**config.mk**
```make
export PLATFORM = sky130hd
export DESIGN_NAME = mem_arbiter_flat
export DESIGN_NICKNAME = d
export VERILOG_FILES = /design/src/rtl/mem_arb_pkg.sv /design/src/rtl/mem_arbiter_if.sv /design/src/rtl/sat_cntr.sv /design/src/rtl/mem_arbiter.sv /design/src/flat_wrapper.sv
export SDC_FILE = /design/constraint.sdc
export NUM_CORES = 1
export LEC_CHECK = 0
export CORE_MARGIN = 1
export CORE_UTILIZATION = 40
export CTS_BUF_LIST = sky130_fd_sc_hd__clkbuf_4 sky130_fd_sc_hd__clkbuf_8
export DETAILED_ROUTE_END_ITERATION = 10
export MAX_ROUTING_LAYER = met4
export PLACE_DENSITY = 0.8
export SLEW_MARGIN = 20
export SYNTH_ARGS = -nofsm -noshare
export SYNTH_HDL_FRONTEND = slang
export SYNTH_HIERARCHICAL = 1
export SYNTH_SLANG_ARGS = --single-unit
```
**constraint.sdc**
```tcl
create_clock -name clk -period 1.9 [get_ports clk]
set_input_delay 0.285 -clock clk [delete_from_list [all_inputs] [get_ports clk]]
set_output_delay 0.285 -clock clk [all_outputs]
set_load 0.03 [all_outputs]
```
**src/rtl/mem_arb_pkg.sv**
```systemverilog
// rtl/mem_arb_pkg.sv - shared state encodings and watchdog constants for mem_arbiter
package mem_arb_pkg;

    typedef enum logic [1:0] {
        IDLE   = 2'b00,
        BUSY_I = 2'b01,
        BUSY_D = 2'b10
    } arb_state_t;

    localparam int WDOG_W       = 6;
    localparam int WDOG_MAX_DEF = 63;

endpackage

```
**src/rtl/mem_arbiter_if.sv**
```systemverilog
// rtl/mem_arbiter_if.sv - arbiter to mem_system bus
interface mem_arbiter_if;

    logic [15:0] addr;
    logic [15:0] wdata;
    logic        rd;
    logic        wr;
    logic [15:0] rdata;
    logic        done;
    logic        hit;
    logic        err;

    modport master (
        output addr, wdata, rd, wr,
        input  rdata, done, hit, err
    );

    modport slave (
        input  addr, wdata, rd, wr,
        output rdata, done, hit, err
    );

endinterface

```
**src/rtl/sat_cntr.sv**
```systemverilog
// rtl/sat_cntr.sv - saturating up counter with asynchronous active-low reset
module sat_cntr #(
    parameter int W = 16
) (
    input  logic         clk,
    input  logic         rst_n,
    input  logic         inc,
    output logic [W-1:0] count
);

    // count up on inc, holding at all-ones instead of wrapping
    always_ff @(posedge clk or negedge rst_n) begin
        if (!rst_n) begin
            count <= '0;
        end else if (inc && (count != {W{1'b1}})) begin
            count <= count + W'(1);
        end
    end

endmodule

```
**src/rtl/mem_arbiter.sv**
```systemverilog
// rtl/mem_arbiter.sv - fetch/data port arbiter in front of mem_system
module mem_arbiter
    import mem_arb_pkg::*;
#(
    parameter int WDOG_MAX = WDOG_MAX_DEF,
    parameter int CNT_W    = 16
) (
    input  logic               clk,
    input  logic               rst_n,
    input  logic               i_rd,
    input  logic [15:0]        i_addr,
    output logic [15:0]        i_data,
    output logic               i_done,
    output logic               i_stall,
    input  logic               d_rd,
    input  logic               d_wr,
    input  logic [15:0]        d_addr,
    input  logic [15:0]        d_wdata,
    output logic [15:0]        d_rdata,
    output logic               d_done,
    output logic               d_stall,
    mem_arbiter_if.master      mem,
    output logic               err,
    output logic [CNT_W-1:0]   i_acc,
    output logic [CNT_W-1:0]   i_hits,
    output logic [CNT_W-1:0]   d_acc,
    output logic [CNT_W-1:0]   d_hits
);

    arb_state_t        state;
    arb_state_t        state_nxt;
    logic              i_starved;
    logic              illegal_q;
    logic [WDOG_W-1:0] wdog;

    logic i_req;
    logic d_req;
    logic d_illegal;
    logic grant_i;
    logic grant_d;
    logic done_mem;
    logic wdog_hit;
    logic fin;
    logic timeout;
    logic i_acc_inc;
    logic i_hit_inc;
    logic d_acc_inc;
    logic d_hit_inc;

    assign i_req     = i_rd;
    assign d_req     = d_rd | d_wr;
    assign d_illegal = d_rd & d_wr;

    // D wins by default; a starved I wins the next contention
    always_comb begin
        grant_d = d_req & ~(i_req & i_starved);
        grant_i = i_req & ~grant_d;
    end

    // end-of-transaction sources while busy: real completion, watchdog, or illegal op
    always_comb begin
        done_mem = mem.done & ~illegal_q;
        wdog_hit = (wdog == WDOG_W'(WDOG_MAX - 1));
        fin      = (state != IDLE) & (illegal_q | done_mem | wdog_hit);
        timeout  = (state != IDLE) & wdog_hit & ~done_mem & ~illegal_q;
    end

    // state register
    always_ff @(posedge clk or negedge rst_n) begin
        if (!rst_n) begin
            state <= IDLE;
        end else begin
            state <= state_nxt;
        end
    end

    // next-state logic
    always_comb begin
        state_nxt = state;
        case (state)
            IDLE: begin
                if (grant_d) begin
                    state_nxt = BUSY_D;
                end else if (grant_i) begin
                    state_nxt = BUSY_I;
                end
            end
            BUSY_I, BUSY_D: begin
                if (fin) begin
                    state_nxt = IDLE;
                end
            end
            default: state_nxt = IDLE;
        endcase
    end

    // outputs: issue in IDLE, route completion back while busy; all quiet in reset
    always_comb begin
        mem.addr  = '0;
        mem.wdata = '0;
        mem.rd    = 1'b0;
        mem.wr    = 1'b0;
        i_done    = 1'b0;
        i_data    = '0;
        d_done    = 1'b0;
        d_rdata   = '0;
        i_acc_inc = 1'b0;
        i_hit_inc = 1'b0;
        d_acc_inc = 1'b0;
        d_hit_inc = 1'b0;
        if (rst_n) begin
            case (state)
                IDLE: begin
                    if (grant_d) begin
                        mem.addr  = d_addr;
                        mem.wdata = d_wdata;
                        mem.rd    = d_rd & ~d_wr;
                        mem.wr    = d_wr & ~d_rd;
                    end else if (grant_i) begin
                        mem.addr = i_addr;
                        mem.rd   = 1'b1;
                    end
                end
                BUSY_I: begin
                    i_done    = fin;
                    i_data    = done_mem ? mem.rdata : 16'h0000;
                    i_acc_inc = done_mem;
                    i_hit_inc = done_mem & mem.hit;
                end
                BUSY_D: begin
                    d_done    = fin;
                    d_rdata   = done_mem ? mem.rdata : 16'h0000;
                    d_acc_inc = done_mem;
                    d_hit_inc = done_mem & mem.hit;
                end
                default: ;
            endcase
        end
    end

    assign i_stall = i_rd & ~i_done;
    assign d_stall = d_req & ~d_done;

    // fairness flag, watchdog and illegal-op marker, all re-evaluated at issue
    always_ff @(posedge clk or negedge rst_n) begin
        if (!rst_n) begin
            i_starved <= 1'b0;
            illegal_q <= 1'b0;
            wdog      <= '0;
        end else if (state == IDLE) begin
            wdog      <= '0;
            illegal_q <= grant_d & d_illegal;
            if (grant_i) begin
                i_starved <= 1'b0;
            end else if (grant_d & i_req) begin
                i_starved <= 1'b1;
            end
        end else begin
            wdog <= wdog + WDOG_W'(1);
        end
    end

    // sticky error: memory error, illegal data op, or watchdog abort
    always_ff @(posedge clk or negedge rst_n) begin
        if (!rst_n) begin
            err <= 1'b0;
        end else if (mem.err || timeout || ((state == IDLE) && grant_d && d_illegal)) begin
            err <= 1'b1;
        end
    end

    sat_cntr #(.W(CNT_W)) u_i_acc  (.clk(clk), .rst_n(rst_n), .inc(i_acc_inc), .count(i_acc));
    sat_cntr #(.W(CNT_W)) u_i_hits (.clk(clk), .rst_n(rst_n), .inc(i_hit_inc), .count(i_hits));
    sat_cntr #(.W(CNT_W)) u_d_acc  (.clk(clk), .rst_n(rst_n), .inc(d_acc_inc), .count(d_acc));
    sat_cntr #(.W(CNT_W)) u_d_hits (.clk(clk), .rst_n(rst_n), .inc(d_hit_inc), .count(d_hits));

endmodule

```
**src/flat_wrapper.sv**
```systemverilog
// flat-port wrapper written by rule: the top's interface ports become plain ports
module mem_arbiter_flat import mem_arb_pkg::*;
#(
    parameter int WDOG_MAX = WDOG_MAX_DEF,
    parameter int CNT_W    = 16
)
  (clk, rst_n, i_rd, i_addr, i_data, i_done, i_stall, d_rd, d_wr, d_addr, d_wdata, d_rdata, d_done, d_stall, err, i_acc, i_hits, d_acc, d_hits, mem_addr, mem_wdata, mem_rd, mem_wr, mem_rdata, mem_done, mem_hit, mem_err);
  mem_arbiter_if mem_i ();
  input  logic clk;
  input  logic rst_n;
  input  logic i_rd;
  input  logic [15:0] i_addr;
  output logic [15:0] i_data;
  output logic i_done;
  output logic i_stall;
  input  logic d_rd;
  input  logic d_wr;
  input  logic [15:0] d_addr;
  input  logic [15:0] d_wdata;
  output logic [15:0] d_rdata;
  output logic d_done;
  output logic d_stall;
  output logic err;
  output logic [CNT_W-1:0] i_acc;
  output logic [CNT_W-1:0] i_hits;
  output logic [CNT_W-1:0] d_acc;
  output logic [CNT_W-1:0] d_hits;
  output wire logic [$bits(mem_i.addr)-1:0] mem_addr;
  output wire logic [$bits(mem_i.wdata)-1:0] mem_wdata;
  output wire logic [$bits(mem_i.rd)-1:0] mem_rd;
  output wire logic [$bits(mem_i.wr)-1:0] mem_wr;
  input wire logic [$bits(mem_i.rdata)-1:0] mem_rdata;
  input wire logic [$bits(mem_i.done)-1:0] mem_done;
  input wire logic [$bits(mem_i.hit)-1:0] mem_hit;
  input wire logic [$bits(mem_i.err)-1:0] mem_err;
  assign mem_addr = mem_i.addr;
  assign mem_wdata = mem_i.wdata;
  assign mem_rd = mem_i.rd;
  assign mem_wr = mem_i.wr;
  assign mem_i.rdata = mem_rdata;
  assign mem_i.done = mem_done;
  assign mem_i.hit = mem_hit;
  assign mem_i.err = mem_err;
  mem_arbiter #(.WDOG_MAX(WDOG_MAX), .CNT_W(CNT_W)) u_core (.clk(clk), .rst_n(rst_n), .i_rd(i_rd), .i_addr(i_addr), .i_data(i_data), .i_done(i_done), .i_stall(i_stall), .d_rd(d_rd), .d_wr(d_wr), .d_addr(d_addr), .d_wdata(d_wdata), .d_rdata(d_rdata), .d_done(d_done), .d_stall(d_stall), .mem(mem_i), .err(err), .i_acc(i_acc), .i_hits(i_hits), .d_acc(d_acc), .d_hits(d_hits));
endmodule
```
# Word-level counts from Yosys, hierarchy flattened
# Cells that the tools add are included.
[totals] reg_bits=75 inputBits=72 out_inout_bits=135
[op_classes] n_addsub=5 eq_ne=9 bitwise_logic=27 n_mux=38 n_reduce_logical=14
[op_table] op="16-bit 2-to-1 mux" n=12
[op_table] op="16-bit by 1-bit adder with 16-bit output, second input constant" n=4
[op_table] op="16-bit != test, second input constant" n=4
[op_table] op="1-bit 2-to-1 mux" n=21
[op_table] op="1-bit bitwise AND" n=16
[op_table] op="1-bit NOT" n=8
[op_table] op="6-bit by 1-bit adder with 6-bit output, second input constant" n=1
[op_table] op="6-bit == test, second input constant" n=1
[op_table] op="1-bit logical AND" n=6
[op_table] op="2-bit 2-to-1 mux" n=3
[op_table] op="6-bit 2-to-1 mux" n=1
[op_table] op="2-bit one-hot mux with 2 select lines" n=1
[op_table] op="2-bit AND reduction" n=2
[op_table] op="2-bit nonzero test" n=2
[op_table] op="3-bit by 1-bit != test with 1-bit output, second input constant" n=1
[op_table] op="1-bit bitwise OR" n=3
[op_table] op="2-bit by 1-bit == test with 1-bit output, second input constant" n=1
[op_table] op="2-bit == test, second input constant" n=1
[op_table] op="2-bit zero test" n=1
[op_table] op="1-bit logical OR" n=2
[op_table] op="2-bit by 1-bit != test with 1-bit output, second input constant" n=1
[op_table] op="2-bit OR reduction" n=1

# Logic depth before layout (Yosys ltp)
[logic_depth] depth_word=9 mapped_depth=9 mapped_depth_nobuf=9

# Hierarchy
# Netlist, hierarchy kept.
[modules_own_cells] module="sat_cntr" cells_each=72 instances=4 area_per_inst_um2=859.6
[modules_own_cells] module="mem_arbiter" cells_each=186 instances=1 area_per_inst_um2=1338.8

# Least setup slack after synthesis
# Ideal clock, no wire load.
[synth_timing] path_type="register to output" from="register u_core.state[0]" to="output port mem_wr" t_arrival_ps=1807 stages_incl_launch_ff=5 required_time_ps=1615 setup_slack_ps=-192 path_buffers=0 path_cell_list="dfrtp_1 inv_1 ha_1 nand2_2 nor4b_1"
[synth_via] elab_chain_cells=3
[synth_lines] element="start, declared" line="mem_arbiter.sv:30" source="arb_state_t state;"
[synth_lines] element="start signal, assigned" line="mem_arbiter.sv:73" source="state <= state_nxt;"
[synth_lines] element="2-bit zero test" line="mem_arbiter.sv:112" source="case (state)"
[synth_lines] element="1-bit 2-to-1 mux" line="mem_arbiter.sv:112"
[synth_lines] element="1-bit 2-to-1 mux" line="mem_arbiter.sv:111" source="if (rst_n) begin"
[synth_lines] element="end, declared" line="flat_wrapper.sv:31" source="output wire logic [$bits(mem_i.wr)-1:0] mem_wr;"
# Every way passes these cells.

# Worst setup path after layout
[layout_timing] from="register u_core.state[1]" to="register u_core.u_i_acc.count[15]"
[layout_via] elab_chain_cells=4
[layout_lines] element="2-bit by 1-bit == test with 1-bit output" line="mem_arbiter.sv:112"
[layout_lines] element="1-bit 2-to-1 mux" line="mem_arbiter.sv:112"
[layout_lines] element="1-bit 2-to-1 mux" line="mem_arbiter.sv:111"
[layout_lines] element="1-bit logical AND" line="sat_cntr.sv:15" source="end else if (inc && (count != {W{1'b1}})) begin"
[layout_lines] element="end signal, assigned" line="sat_cntr.sv:16" source="count <= count + W'(1);"
[layout_lines] element="end, declared" line="sat_cntr.sv:8" source="output logic [W-1:0] count"
# Every way passes these cells.
# A chain may end at the register's enable or synchronous reset.

==> qor.txt <==
Cell area after layout: 9002 µm²
Core Rows: 39
Most instantiated library cell after synthesis: dfrtp_1
CP Max Fanout: 4
Syn nets: 555
Status: finished, violations left
Power per Cell Area: 839.6 nW/µm²
Vias/cell: 5.648
Max-slew violations: 0
Required time worst endpoint: 2.14 ns
CTS max path bufs: 2
Setup crit start kind: register
GPL Wtd Cong: 0.9570
H-tree depth: 3
# nets final: 865
Total Neg Setup Slack: -13.31 ns
CTS tree: done
Layout cells sized above 1: 45.75%
Synth-to-layout area growth: 88.45%
Syn Inst Count: 474
Global route overflow: 0
Initial core utilization: 41.48%
Routed len/inst: 19.30 µm
Synth top area share: 39.29%
Antenna Nets Post-Route: 0
Final Critical Period: 2.148 ns
DIE WIDTH: 111.3 µm
Initial DRC Count: 418
Cells on worst reg2reg path: 11
Seq cells post-synth: 75
Slew headroom: 37.60%
Largest net degree at the start of global routing: 74
Slowest stage cell, crit path: dfrtp_1
Global-route wire length before repair: 26330 µm
Post-Route WL: 18010 µm
Num ports: 207
Die Y: 111.3 µm
Port bufs: 206
Highest Clock Rate: 465.5 MHz
RSZ-0062 raised after global routing: true
Max stage delay on crit path: 0.40 ns
Worst Path Arrival: 2.39 ns
CTS Buf Count: 9
Min-delay worst type: input port to async pin
Top post-synthesis cells by count: dfrtp_1, nand3_1, nand2_1, and2_1, nand4_1
DRT Pass-1 Iters: 8
Failing checks: design-rule violations, negative setup slack
CTS root buf: clkbuf_8
HPWL after DPL: 11140 µm
Max Cap Viol: 0
Period utilization: 113.1%
CP Cell Sequence: inv_2, buf_6, ha_4, nand2_4, nor2_4, buf_6, buf_12, nand4_1, nor4_4, and4b_1, a21oi_2
DR vias: 5270
Worst Max-Slew Pin Slew: 0.9360 ns
# setup viols final: 112
Predominant post-synthesis flop cell: dfrtp_1
Asr flop ratio synth: 100.0%
Number of synthesized flops with an enable pin: 0
Die area: 12380 µm²
Antenna violations before repair: 1
Vias in the first global route: 5188
Netlist cell types: 49
Worst-skew pair later-pin latency: 0.35 ns
VDD IR max: 0.8380 mV
Final Skew: 0.01008 ns
DRC: 26
Leak Pwr: 4.269 nW
Crit Path Class: register to register
Clock Pin Slew Worst Setup and Hold Paths: 0.08 ns
Crit end category: register
Gr usage total: 27.33%
Worst Slack Setup Final: -0.2482 ns
TritonCTS Sinks: 75
Core area: 11520 µm²
Sequential-to-total area share from yosys stat: 39.29%
Yosys warnings: 6
Synth area leader: dfrtp_1
Hold Fails Final Rpt: 0
Post-DP Area: 7244 µm²
Synth area leaders: dfrtp_1, and2_1, nand4_1
Mapped Area: 4777 µm²
Most used cell, CP: buf_6
Syn_area_per_cell: 10.08 µm²
[layout by cell type (no fill, tap or decap), drive strengths merged, types with 6 or more instances in the layout]
cell / Yosys / layout
a21oi: 31 / 31
a31oi: 12 / 12
and2: 50 / 50
and3: 8 / 8
and4: 12 / 12
buf: 8 / 172
clkbuf: 2 / 11
clkdlybuf4s50: 0 / 116
dfrtp: 75 / 75
dlygate4sd2: 0 / 6
dlymetal6s2s: 0 / 13
ha: 9 / 9
inv: 6 / 7
nand2: 39 / 39
nand3: 44 / 44
nand4: 41 / 41
nor2: 23 / 23
nor3: 7 / 7
nor4: 8 / 8
o211ai: 8 / 8
o21a: 21 / 21
o21ai: 10 / 10
xnor2: 21 / 21
xor2: 10 / 10
[registers in the layout, indices dropped and copies added (netlist names), 2 cells and up]
name                   count
u_core/u_d_acc/count      16
u_core/u_d_hits/count     16
u_core/u_i_acc/count      16
u_core/u_i_hits/count     16
u_core/wdog                6
u_core/state               2
[through the flow]
stage | hold WS [ns] | power [W] | util [%] | setup slack, ns | cells
finish | 0.2309 | 0.007558 | 78.17 | -0.2482 | 933
global route | 0.2855 | 0.007851 | 78.17 | -0.3534 | 933
CTS | 0.2600 | 0.006880 | 72.48 | -0.2038 | 909
detailed placement | 0.2216 | 0.004668 | 62.91 | -0.4440 | 866
global placement | 0.2221 | 0.004595 | 62.91 | -0.3974 | 866
floorplan | -0.01059 | 0.003445 | - | -0.08053 | 474
[routing by layer]
metal / up-vias / global-route usage [%] / part of all wire (%)
met5: - / - / 0
met3: 38 / 7.053 / 6.3
li1: 2404 / - / -
met4: 0 / 7.027 / 2.7
met1: 2617 / 32.31 / 39
met2: 211 / 46.25 / 52
[kinds of logic (layout without fill, tap and decap cells)]
family / after synthesis / count (layout) / share of synthesized area, %
AOI/OAI and AO/OA: 95 / 95 / 14.33
xor gates and xnor gates: 31 / 31 / 5.684
adders and majority gates: 9 / 9 / 2.357
buffers and inverters: 16 / 331 / 1.676
DFF: 75 / 75 / 39.29
muxes: 4 / 4 / 0.9428
other: 0 / 1 / 0
and+or+nand+nor: 244 / 244 / 35.73
[worst paths after layout]
path	startpoint	endpoint	slack, ns
min reg2reg	u_core/err	u_core/err	0.51
min	rst_n	u_core/wdog[1]	0.23
min in group clk	u_core/err	u_core/err	0.51
max reg2reg	u_core/state[1]	u_core/u_i_acc/count[15]	-0.25
max in group asynchronous	rst_n	u_core/i_starved	1.03
max	u_core/state[1]	u_core/u_i_acc/count[15]	-0.25
[area by class of cell]
type,instances,area (µm²)
timing repair buffer,309,3206
clock inverter,6,111.4
fill,687,2514
clock buffer,10,137.6
tap,143,178.9
antenna,1,2.502
multi-input combinational,383,3466
inverter,6,22.52
sequential,75,1878
[what timing repair did]
action,4_1_cts,5_1_grt
cloned,5,0
hold buffers,1,0
hold endpoints to repair,2,0
pin swaps,44,68
setup buffers,22,26
endpoints found under the setup margin,110,139
resized for setup,169,142
[critical path: cells and delay by family, from the launching register on]
kind	cells	cell delay (ns)
adder cells (fa/ha/maj)	1	0.13
AND/OR/NAND/NOR	5	0.99
buffers and inverters	4	0.44
AO/OA/AOI/OAI	1	0.07
flip-flops	1	0.40
[power breakdown]
group          leakage, nW  internal (W)  total (W)  switching, W
combinational         3.12       0.00196    0.00399       0.00203
clock                0.123      0.000911    0.00154      0.000629
sequential            1.02       0.00177    0.00203      0.000259
total                 4.27       0.00464    0.00756       0.00292
Power figures use the tool's default switching activity.
